$ cat src/rtl/tx_scheduler.sv
// Round-robin front-end for the tx transmitter: accepts one frame, launches it,
// waits out the transmission, then holds a silent gap before the next launch.
module tx_scheduler #(
   parameter int WIDTH    = 128,
   parameter int N_REQ    = 2,
   parameter int GAP      = 1000,
   parameter int START_TO = 16,
   localparam int GW      = (N_REQ > 1) ? $clog2(N_REQ) : 1
) (
   input  logic                   clk_in,
   input  logic                   rst_in,
   input  logic [N_REQ-1:0]       req_valid_in,
   input  logic [N_REQ*WIDTH-1:0] req_data_in,
   output logic [N_REQ-1:0]       req_ready_out,
   output logic                   tx_valid_out,
   output logic [WIDTH-1:0]       tx_data_out,
   input  logic                   tx_busy_in,
   output logic [GW-1:0]          grant_out,
   output logic                   err_out,
   output logic [15:0]            frame_count_out
);

   localparam int TMAX = (GAP > START_TO) ? GAP : START_TO;
   localparam int TW   = $clog2(TMAX + 1);
   localparam logic [TW-1:0] TO_LAST  = TW'(START_TO - 1);
   localparam logic [TW-1:0] GAP_LAST = TW'((GAP > 0) ? GAP - 1 : 0);

   typedef enum logic [1:0] {ST_IDLE, ST_WAIT_START, ST_WAIT_DONE, ST_GAP} state_t;

   state_t                       state, nxt_state;
   logic [GW-1:0]                rr_ptr, win, nxt_ptr;
   logic [TW-1:0]                timer;
   logic [15:0]                  frame_cnt;
   logic                         found, accept, to_hit;
   logic [N_REQ-1:0][WIDTH-1:0]  frames;

   assign frames = req_data_in;

   // First valid requester at or after rr_ptr, searching upward with wrap.
   always_comb begin
      int idx;
      idx   = 0;
      win   = '0;
      found = 1'b0;
      for (int i = 0; i < N_REQ; i++) begin
         idx = int'(rr_ptr) + i;
         if (idx >= N_REQ) idx = idx - N_REQ;
         if (!found && req_valid_in[idx]) begin
            found = 1'b1;
            win   = GW'(idx);
         end
      end
   end

   assign nxt_ptr       = (win == GW'(N_REQ - 1)) ? '0 : win + GW'(1);
   assign accept        = rst_in && (state == ST_IDLE) && !tx_busy_in && found;
   assign req_ready_out = accept ? (N_REQ'(1) << win) : '0;
   assign to_hit        = (timer == TO_LAST);
   assign frame_count_out = frame_cnt;

   always_ff @(posedge clk_in) begin
      if (!rst_in) state <= ST_IDLE;
      else         state <= nxt_state;
   end

   // With GAP==0 the gap state is bypassed so a new frame can be accepted
   // the cycle right after busy falls.
   always_comb begin
      nxt_state = state;
      case (state)
         ST_IDLE:       if (accept) nxt_state = ST_WAIT_START;
         ST_WAIT_START: begin
            if (tx_busy_in)  nxt_state = ST_WAIT_DONE;
            else if (to_hit) nxt_state = (GAP == 0) ? ST_IDLE : ST_GAP;
         end
         ST_WAIT_DONE:  if (!tx_busy_in) nxt_state = (GAP == 0) ? ST_IDLE : ST_GAP;
         ST_GAP:        if (timer == GAP_LAST) nxt_state = ST_IDLE;
         default:       nxt_state = ST_IDLE;
      endcase
   end

   always_ff @(posedge clk_in) begin
      if (!rst_in) begin
         rr_ptr       <= '0;
         timer        <= '0;
         tx_valid_out <= 1'b0;
         tx_data_out  <= '0;
         grant_out    <= '0;
         err_out      <= 1'b0;
         frame_cnt    <= '0;
      end else begin
         tx_valid_out <= accept;
         err_out      <= 1'b0;
         case (state)
            ST_IDLE: if (accept) begin
               tx_data_out <= frames[win];
               grant_out   <= win;
               rr_ptr      <= nxt_ptr;
               timer       <= '0;
            end
            ST_WAIT_START: begin
               // busy on the expiring cycle still counts as a start
               if (tx_busy_in) frame_cnt <= frame_cnt + 16'd1;
               else if (to_hit) begin
                  err_out <= 1'b1;
                  timer   <= '0;
               end else timer <= timer + TW'(1);
            end
            ST_WAIT_DONE: timer <= '0;
            ST_GAP:       timer <= timer + TW'(1);
            default:      timer <= '0;
         endcase
      end
   end

endmodule

$ cat config.mk
export PLATFORM = sky130hd
export DESIGN_NAME = tx_scheduler
export DESIGN_NICKNAME = d
export VERILOG_FILES = /design/src/rtl/tx_scheduler.sv
export SDC_FILE = /design/constraint.sdc
export NUM_CORES = 1
export LEC_CHECK = 0
export ABC_AREA = 1
export CORE_AREA = 2 2 159 161
export DETAILED_ROUTE_END_ITERATION = 10
export DIE_AREA = 0 0 161 163
export SLEW_MARGIN = 20
export SYNTH_ARGS = -nofsm -noshare
export SYNTH_HDL_FRONTEND = slang
export SYNTH_SLANG_ARGS = --single-unit
$ cat constraint.sdc
create_clock -name clk_in -period 4.9 [get_ports clk_in]
set_input_delay 0.735 -clock clk_in [delete_from_list [all_inputs] [get_ports clk_in]]
set_output_delay 0.735 -clock clk_in [all_outputs]
set_load 0.02 [all_outputs]
==> results.txt, run 1 <==
The flow ran to the end, and the final reports show no timing, DRC or antenna violations. The initial antenna violation count is 0. The run gives 0 as the final count of hold timing violations. Clock-pin slew was measured on the worst setup and hold paths at 0.06 ns. The quantity of hold-fixing buffers added after cts is 0. The quantity of gates resized following cts is 0, and the width of the chip is 161 µm.

In the global route stage, met1 resource usage came out at 24.3%. The number of placed instances, taps included, is 1644. Dividing the detail-routed wire length by the instance count gives 15.6 µm. For the number of nets with antenna violations after routing, the log shows 0. Peak ir drop on the vdd network: 155 µV. Broken down by cell family, the worst path's largest delay share belongs to buffers and inverters. The logs give 40100 µm for the wire length of the first global-routing pass and 7373 for the via count of the first global-routing pass.

Met2 routing resource usage after global routing: 31.8%. Along the worst path, the maximum fanout reaches 15. For the register-to-register setup slack, the log shows 2.11 ns.

In this run the cell area of the synthesized design comes to 6750 µm². In this run the post-CTS setup repair buffer count came out at 0. When the netlist entered floorplanning its net count stood at 1227.

The power per cell area was 318 nW/µm²; the count of H-tree levels built during CTS was 4. The initial utilization of the core area, before any placement, comes to 27.4%. For this run, the detailed router's first-pass iteration total came to 5. The completed layout was analyzed and its total power is 3700 µW. The worst path in the final design needs a cycle of 3.31 ns, including I/O delays and setup. The netlist uses 28 different library cells. STA classifies the critical path endpoint as a primary output. The share of the Yosys chip area taken by registers is 47.4%.

Number of synthesized register bits: 160. The fraction of layout cells with a size suffix above 1 works out to 3.05%. TritonCTS created 17 clock buffers. STA puts the critical path data required time at 4.16 ns.

HPWL after detailed placement: 18100 µm. met2 is the most crowded layer. Walking the worst path, the cells encountered are clkdlybuf4s50_1 > buf_4 > nand2_1 > nor2_1 > nand2_4 > nor3_4 > clkdlybuf4s50_1. Counting both buffers and inverters, the worst setup path holds a total of 3. In the final design database the tool counted 1601 nets.

The share of the cycle needed by the critical path after routing was 67.6%. For this design, the slowest cell found on the critical path is sky130_fd_sc_hd__clkdlybuf4s50_1. The filler cells instantiated in the layout total 2461. In the routed layout, each cell is associated on average with a via count of 4.58.

Kind of start point of the critical path: an input pin. Data arrival time of the worst path: 2.58 ns. Setup violations remaining at the end of the flow were counted as 0.

The area of the core was 24700 µm². The worst stage delay on the critical path is 0.64 ns. Dividing the synthesized area by the synthesized cell count gives 7.04 µm².

In this run the tightest slew margin relative to its limit is 43.5%. Number of sinks on the clock net: 160. Die outline area: 26200 µm². Summed over all cells, the static leakage comes to 0.00394 µW. The routed design has 26100 µm of wire.

The placer's final routability congestion estimate is 0.804. The min-delay analysis places its worst path in the category reg2reg. The number of antenna diodes in the final layout is 0. After technology mapping, the gate count stands at 959. Row generation in the floorplan step produced 58 rows. Setup repair after global routing left no endpoint under its margin. The count of non-filler cells in the finished layout is 1676. After layout, the worst setup slack is 1.59 ns. Area of the multi-input gates: 3180 µm². For the pin with the worst max-slew slack, the measured transition is 0.847 ns.

Pin placement for this block handled 410 I/O pins. The area overhead of the layout relative to synthesis came out at 72.4%. The root cell of the clock tree was sky130_fd_sc_hd__clkbuf_16. The sequential cell area was 3200 µm².

The tool flagged a number of max-cap violations equal to 0. The logs give 5.47% for the met3 routing resource usage after global routing and 1.50 ns for the placement-stage worst setup slack. For this run, the share of the core covered by cells in the final layout is 47.2%. TritonCTS built the clock tree.

The tools report the source-to-sink clock delay at the later pin of the worst-skew pair as 0.43 ns. The die is 163 µm tall. The logs give 0 for the count of unresolved DRC violations after routing and 0 for the residual overflow from global routing.

The tools report the max-slew violation total from the final report as 0. On the final layout, the worst clock skew is 0.0165 ns. After the first detailed-routing iteration, the DRC count stood at 482. Maximum number of pins on one net before global-route repair: 130.

Setup TNS: 0 ns. The maximum count of clock buffers along a single path was 2. The critical path is of the in2out type. The achievable clock frequency is 0.302 GHz. In this design, the critical path's most frequently occurring cell is sky130_fd_sc_hd__clkdlybuf4s50_1. The routed layout has 7668 vias. Global routing consumed, over all layers together, 19.2% of the routing resources.

Port buffering added 409 buffers. The total number of yosys warnings is 0.
==> synth_stat cells <==
cell	count	share of area [%]
sky130_fd_sc_hd__ha_1	7	1.3
sky130_fd_sc_hd__nor3b_1	1	0.11
sky130_fd_sc_hd__inv_1	34	1.9
sky130_fd_sc_hd__a21oi_1	18	1.3
sky130_fd_sc_hd__o21ai_0	11	0.82
sky130_fd_sc_hd__xor2_1	4	0.52
sky130_fd_sc_hd__nand3_1	14	1.0
sky130_fd_sc_hd__or2_2	2	0.19
sky130_fd_sc_hd__and3_1	1	0.093
sky130_fd_sc_hd__nor2_1	54	3.0
sky130_fd_sc_hd__buf_1	3	0.17
sky130_fd_sc_hd__xnor2_1	1	0.13
sky130_fd_sc_hd__buf_4	1	0.11
sky130_fd_sc_hd__buf_2	23	1.7
sky130_fd_sc_hd__clkbuf_1	33	1.8
sky130_fd_sc_hd__a31oi_1	128	12
sky130_fd_sc_hd__dfxtp_1	160	47
sky130_fd_sc_hd__o21bai_1	1	0.11
sky130_fd_sc_hd__nand4_1	7	0.65
sky130_fd_sc_hd__nor3_2	1	0.15
sky130_fd_sc_hd__o21ai_1	1	0.074
sky130_fd_sc_hd__clkinv_1	1	0.056
sky130_fd_sc_hd__nor2_2	1	0.093
sky130_fd_sc_hd__nand2_1	444	25
sky130_fd_sc_hd__nor3_1	5	0.37
sky130_fd_sc_hd__o22ai_1	1	0.093
sky130_fd_sc_hd__o211ai_1	1	0.11
sky130_fd_sc_hd__nand2_2	1	0.093
==> worst paths after layout <==
kind	start	endpoint	cells past startpoint
max	rst_in	req_ready_out[1]	7
min	rr_ptr	rr_ptr	2
max reg2reg	state[0]	tx_data_out[33]	9
min reg2reg	rr_ptr	rr_ptr	2
==> sequential cells by signal, summed over array words and instances, names as in the netlist <==
| signal | count |
|---|---|
| tx_data_out | 128 |
| frame_count_out | 16 |
| timer | 10 |
| state | 2 |
| err_out | 1 |
| grant_out | 1 |
| rr_ptr | 1 |
| tx_valid_out | 1 |
==> worst register-to-register path, cell delays in order (launching register included) <==
cell                      delay, ns
sky130_fd_sc_hd__dfxtp_1       0.40
sky130_fd_sc_hd__inv_1         0.11
sky130_fd_sc_hd__ha_1          0.25
sky130_fd_sc_hd__nand2_1       0.07
sky130_fd_sc_hd__nor2_1        0.06
sky130_fd_sc_hd__nand2_4       0.11
sky130_fd_sc_hd__buf_4         0.57
sky130_fd_sc_hd__buf_4         0.75
sky130_fd_sc_hd__nand2_1       0.16
sky130_fd_sc_hd__a31oi_1       0.22
==> per-layer routing <==
metal / vias up / wire, µm
met2: 276 / 12500
met4: 0 / 554
met5: - / 0
met1: 3469 / 11200
li1: 3892 / -
met3: 31 / 1880
==> metrics by stage <==
step	hold slack, ns	cell area [µm²]
5_1_grt	0.509	11600
4_1_cts	0.487	11600
3_3_place_gp	0.473	11100
6_report	0.486	11600
2_1_floorplan	0.446	6750
3_5_place_dp	0.476	11100
==> logic make-up (layout without fill, tap and decap cells) <==
kind of cell,after synthesis,after routing,synth area share (%)
adders and majority gates,7,7,1.30
AOI/OAI and AO/OA,161,161,14.4
DFF,160,160,47.4
and+or+nand+nor,531,531,30.5
buffers and inverters,95,482,5.76
xor gates and xnor gates,5,5,0.648
==> cells in the final DEF, fill, tap and decap left out, types with 4 or more instances in the layout <==
cell	instances
sky130_fd_sc_hd__nand2_1	444
sky130_fd_sc_hd__nor3_1	5
sky130_fd_sc_hd__nand4_1	7
sky130_fd_sc_hd__nor2_1	54
sky130_fd_sc_hd__ha_1	7
sky130_fd_sc_hd__xor2_1	4
sky130_fd_sc_hd__clkbuf_16	17
sky130_fd_sc_hd__o21ai_0	11
sky130_fd_sc_hd__clkinvlp_4	5
sky130_fd_sc_hd__nand3_1	14
sky130_fd_sc_hd__a21oi_1	18
sky130_fd_sc_hd__a31oi_1	128
sky130_fd_sc_hd__clkdlybuf4s50_1	409
sky130_fd_sc_hd__inv_1	34
sky130_fd_sc_hd__dfxtp_1	160
==> layout make-up <==
type,instances,share of cell area [%]
clock buffers,20,3.75
well taps,330,3.55
multi-input cells,704,27.3
repair buffers,415,35.9
inverters,35,1.15
flip-flops and latches,160,27.5
clock inverters,12,0.871
==> power breakdown <==
group | switching, µW | leakage [µW] | internal [µW]
registers | 68.4 | 0.00130 | 1420
logic | 490 | 0.00240 | 480
clock network | 581 | 0.000246 | 659
total | 1140 | 0.00394 | 2560
Note: power is estimated with default switching activity, not from simulation.
==> run 2: changes to the inputs <==
--- a/config.mk
+++ b/config.mk
@@ -6,9 +6,9 @@
 export NUM_CORES = 1
 export LEC_CHECK = 0
 export ABC_AREA = 1
-export CORE_AREA = 2 2 159 161
+export CORE_AREA = 2 2 158 160
 export DETAILED_ROUTE_END_ITERATION = 10
-export DIE_AREA = 0 0 161 163
+export DIE_AREA = 0 0 160 162
 export SLEW_MARGIN = 20
 export SYNTH_ARGS = -nofsm -noshare
 export SYNTH_HDL_FRONTEND = slang
==> constraint.sdc (replaced) <==
create_clock -name clk_in -period 3.2 [get_ports clk_in]
set_input_delay 0.48 -clock clk_in [delete_from_list [all_inputs] [get_ports clk_in]]
set_output_delay 0.48 -clock clk_in [all_outputs]
set_load 0.02 [all_outputs]
==> run 2 against run 1 <==
  * Count of clock-buffer cells in the layout unchanged
  * First-iteration DRC count fell by 7.9%
  * Cell area up 0.35%
  * Sequential power is 53% higher
  * Critical path type is now reg2out
  * Largest power group unchanged
==> results.txt, run 2 (synthesized netlist as in run 1, its figures left out) <==
The run finished with clean final reports. The leakage component of the power was 0.00398 µW; the placer's final routability congestion estimate was 0.806. The achievable clock frequency was 0.357 GHz; the initial standard-cell utilization of the core was 28.0%. The largest fanout on the critical path came out at 7.

The peak ir drop on the vdd network came out at 306 µV. Overall fraction of global-route tracks in use: 20.0%. The tools report the root cell of the clock tree as sky130_fd_sc_hd__clkbuf_16.

Data on the critical path arrives at its endpoint at 2.32 ns. STA classifies the critical path endpoint as a primary output. The critical path crosses 7 cells after its start point. Fill cells in the final layout number 2424. On the critical path, the stage with the largest delay is an instance of sky130_fd_sc_hd__clkdlybuf4s50_1. Setup repair after global routing left no endpoint under its margin. Between clock sinks in the finished design, the worst skew comes to 0.0140 ns. The critical path is of the reg2out type.

The first detailed-routing pass took 5 iterations. In the final routed layout, each cell accounts on average for 16.1 µm. In the routed layout, each cell is associated on average with a via count of 4.53. The initial antenna violation count was 0; the count of nets after finishing was 1602. The worst setup margin is 0.401 ns. In this run the critical register-to-register path is captured at tx_data_out[46].

Setup violations remaining at the end of the flow were counted as 0. The number of setup buffers added after CTS is 0. The tools report the count of unresolved DRC violations after routing as 0. The number of buffers and inverters on the critical path is 2. Startpoint of the worst-slack reg-to-reg timing path: state[1].

CTS saw 160 sinks. Measured on the finished design, the core utilization comes to 48.5%. Counting the buffers created by CTS gives 17. For this run, the slowest stage of the critical path takes 0.64 ns. The area overhead of the layout relative to synthesis was 73.0%.

Measured against its own limit, the worst slew margin works out to 44.1%. The via count of the first global-routing pass was 7317; the number of nets with antenna violations after routing was 0. The tools report the critical path launch point as state[1]. The kind of start point of the critical path was a register.

Summed over all failing endpoints, the final setup total negative slack is 0 ns. Data on the critical path is required at its endpoint by 2.72 ns. For the final count of hold timing violations, the log shows 0. The source-to-sink clock delay at the later pin of the worst-skew pair came out at 0.42 ns. The H-tree was split into 4 levels.

Prior to clock tree synthesis, the placed netlist has a worst setup slack of 0.587 ns. The initial detailed-routing violation count was 444. For the number of vias in the routed layout, the log shows 7570. TritonCTS built the clock tree. Dividing the final minimum period by the clock period gives 87.5%. The post-CTS clock slew at the launch and capture registers of the worst setup and hold paths came out at 0.07 ns.

In this run the vertical extent of the chip is 162 µm. The most frequent standard cell in the layout excluding fill and tap cells is sky130_fd_sc_hd__nand2_1. The number of placement rows is 57.

Measured in cells, the most critical reg-to-reg path has a length of 9. The HPWL after detailed placement is 19200 µm. The slew at the pin closest to its max-slew limit was 0.838 ns; the final period demand of the worst path was 2.80 ns.

The top cell types in the final layout, fill and taps aside, are sky130_fd_sc_hd__nand2_1, sky130_fd_sc_hd__clkdlybuf4s50_1, sky130_fd_sc_hd__dfxtp_1, sky130_fd_sc_hd__a31oi_1, sky130_fd_sc_hd__nor2_1. Buffers placed on the I/O ports in this run total 409. The first global-routing pass estimated 41000 µm of wire. The run gives 0.485 ns as the final-layout worst hold slack.

The width of the chip came out at 160 µm. The quantity of gates resized following cts came out at 0. The most critical setup path has its endpoint at req_ready_out[1]. The residual overflow from global routing is 0, and the register-to-register setup slack is 0.95 ns. The fraction of layout cells with a size suffix above 1 is 3.27%, and the max-slew violation total from the final report is 0. Traced cell by cell, the critical path runs through inv_1 > ha_1 > nand2_1 > nor2_1 > nand2_4 > nor3_4 > clkdlybuf4s50_1. The longest clock path from root to sink contains 2 buffers.

Max-cap check violation count: 0. In this design, the largest share of critical-path delay is due to buffers and inverters. The flip-flop count of the largest register after layout is 128, and the wire length reported by the detailed router is 26800 µm. The power per cell area is 496 nW/µm², and the die outline area is 25900 µm². The I/O pin total was 410. The tightest min-delay check is of the reg2reg type. The logs give 0 for the number of diodes added for antenna fixing and 24100 µm² for the area of the core. The register with the most flip-flops was tx_data_out. After clock tree synthesis, the flow added hold-fix buffers numbering 0.

Entering global routing, the biggest net connects 130 pins.
run 2: layer usage:
metal | global-route usage (%) | wire [µm] | share of wire [%]
met1 | 23.4 | 11100 | 41
met2 | 35.7 | 13500 | 50
met3 | 6.21 | 1830 | 6.8
met4 | 4.67 | 357 | 1.3
met5 | 0 | 0 | 0
run 2: power breakdown:
| part | internal [µW] | total, µW | switching (µW) |
|---|---|---|---|
| Combinational | 737 | 1490 | 753 |
| Clock | 1130 | 2020 | 893 |
| Sequential | 2170 | 2280 | 105 |
run 2: layout make-up:
cell class	count	area, µm²	share of cell area (%)
inverter	35	134	1.15
clock inverter	12	123	1.05
multi-input combinational	704	3180	27.2
tap	324	405	3.47
timing repair buffer	416	4180	35.8
sequential	160	3200	27.4
clock buffer	20	457	3.91
run 2: metrics by stage:
step	total power, µW	cell area [µm²]	cells
after floorplan	3000	6750	959
after detailed placement	3810	11100	1639
after global placement	3810	11100	1639
after global routing	6080	11700	1671
final	5790	11700	1671
after CTS	5860	11700	1671
run 2: worst min path at each step:
stage	slack, ns	to	depth (start not counted)	startpoint
finish	0.49	tx_data_out[33]	2	tx_data_out[33]
global route	0.51	tx_data_out[121]	2	tx_data_out[121]
CTS	0.49	tx_data_out[33]	2	tx_data_out[33]
detailed placement	0.48	tx_data_out[11]	2	tx_data_out[11]
global placement	0.47	grant_out	2	grant_out
floorplan	0.45	rr_ptr	2	rr_ptr
run 2: tightest hold or removal path, stage by stage (launching register included):
cell                      delay, ns
sky130_fd_sc_hd__dfxtp_1       0.31
sky130_fd_sc_hd__nand2_1       0.06
sky130_fd_sc_hd__a31oi_1       0.07
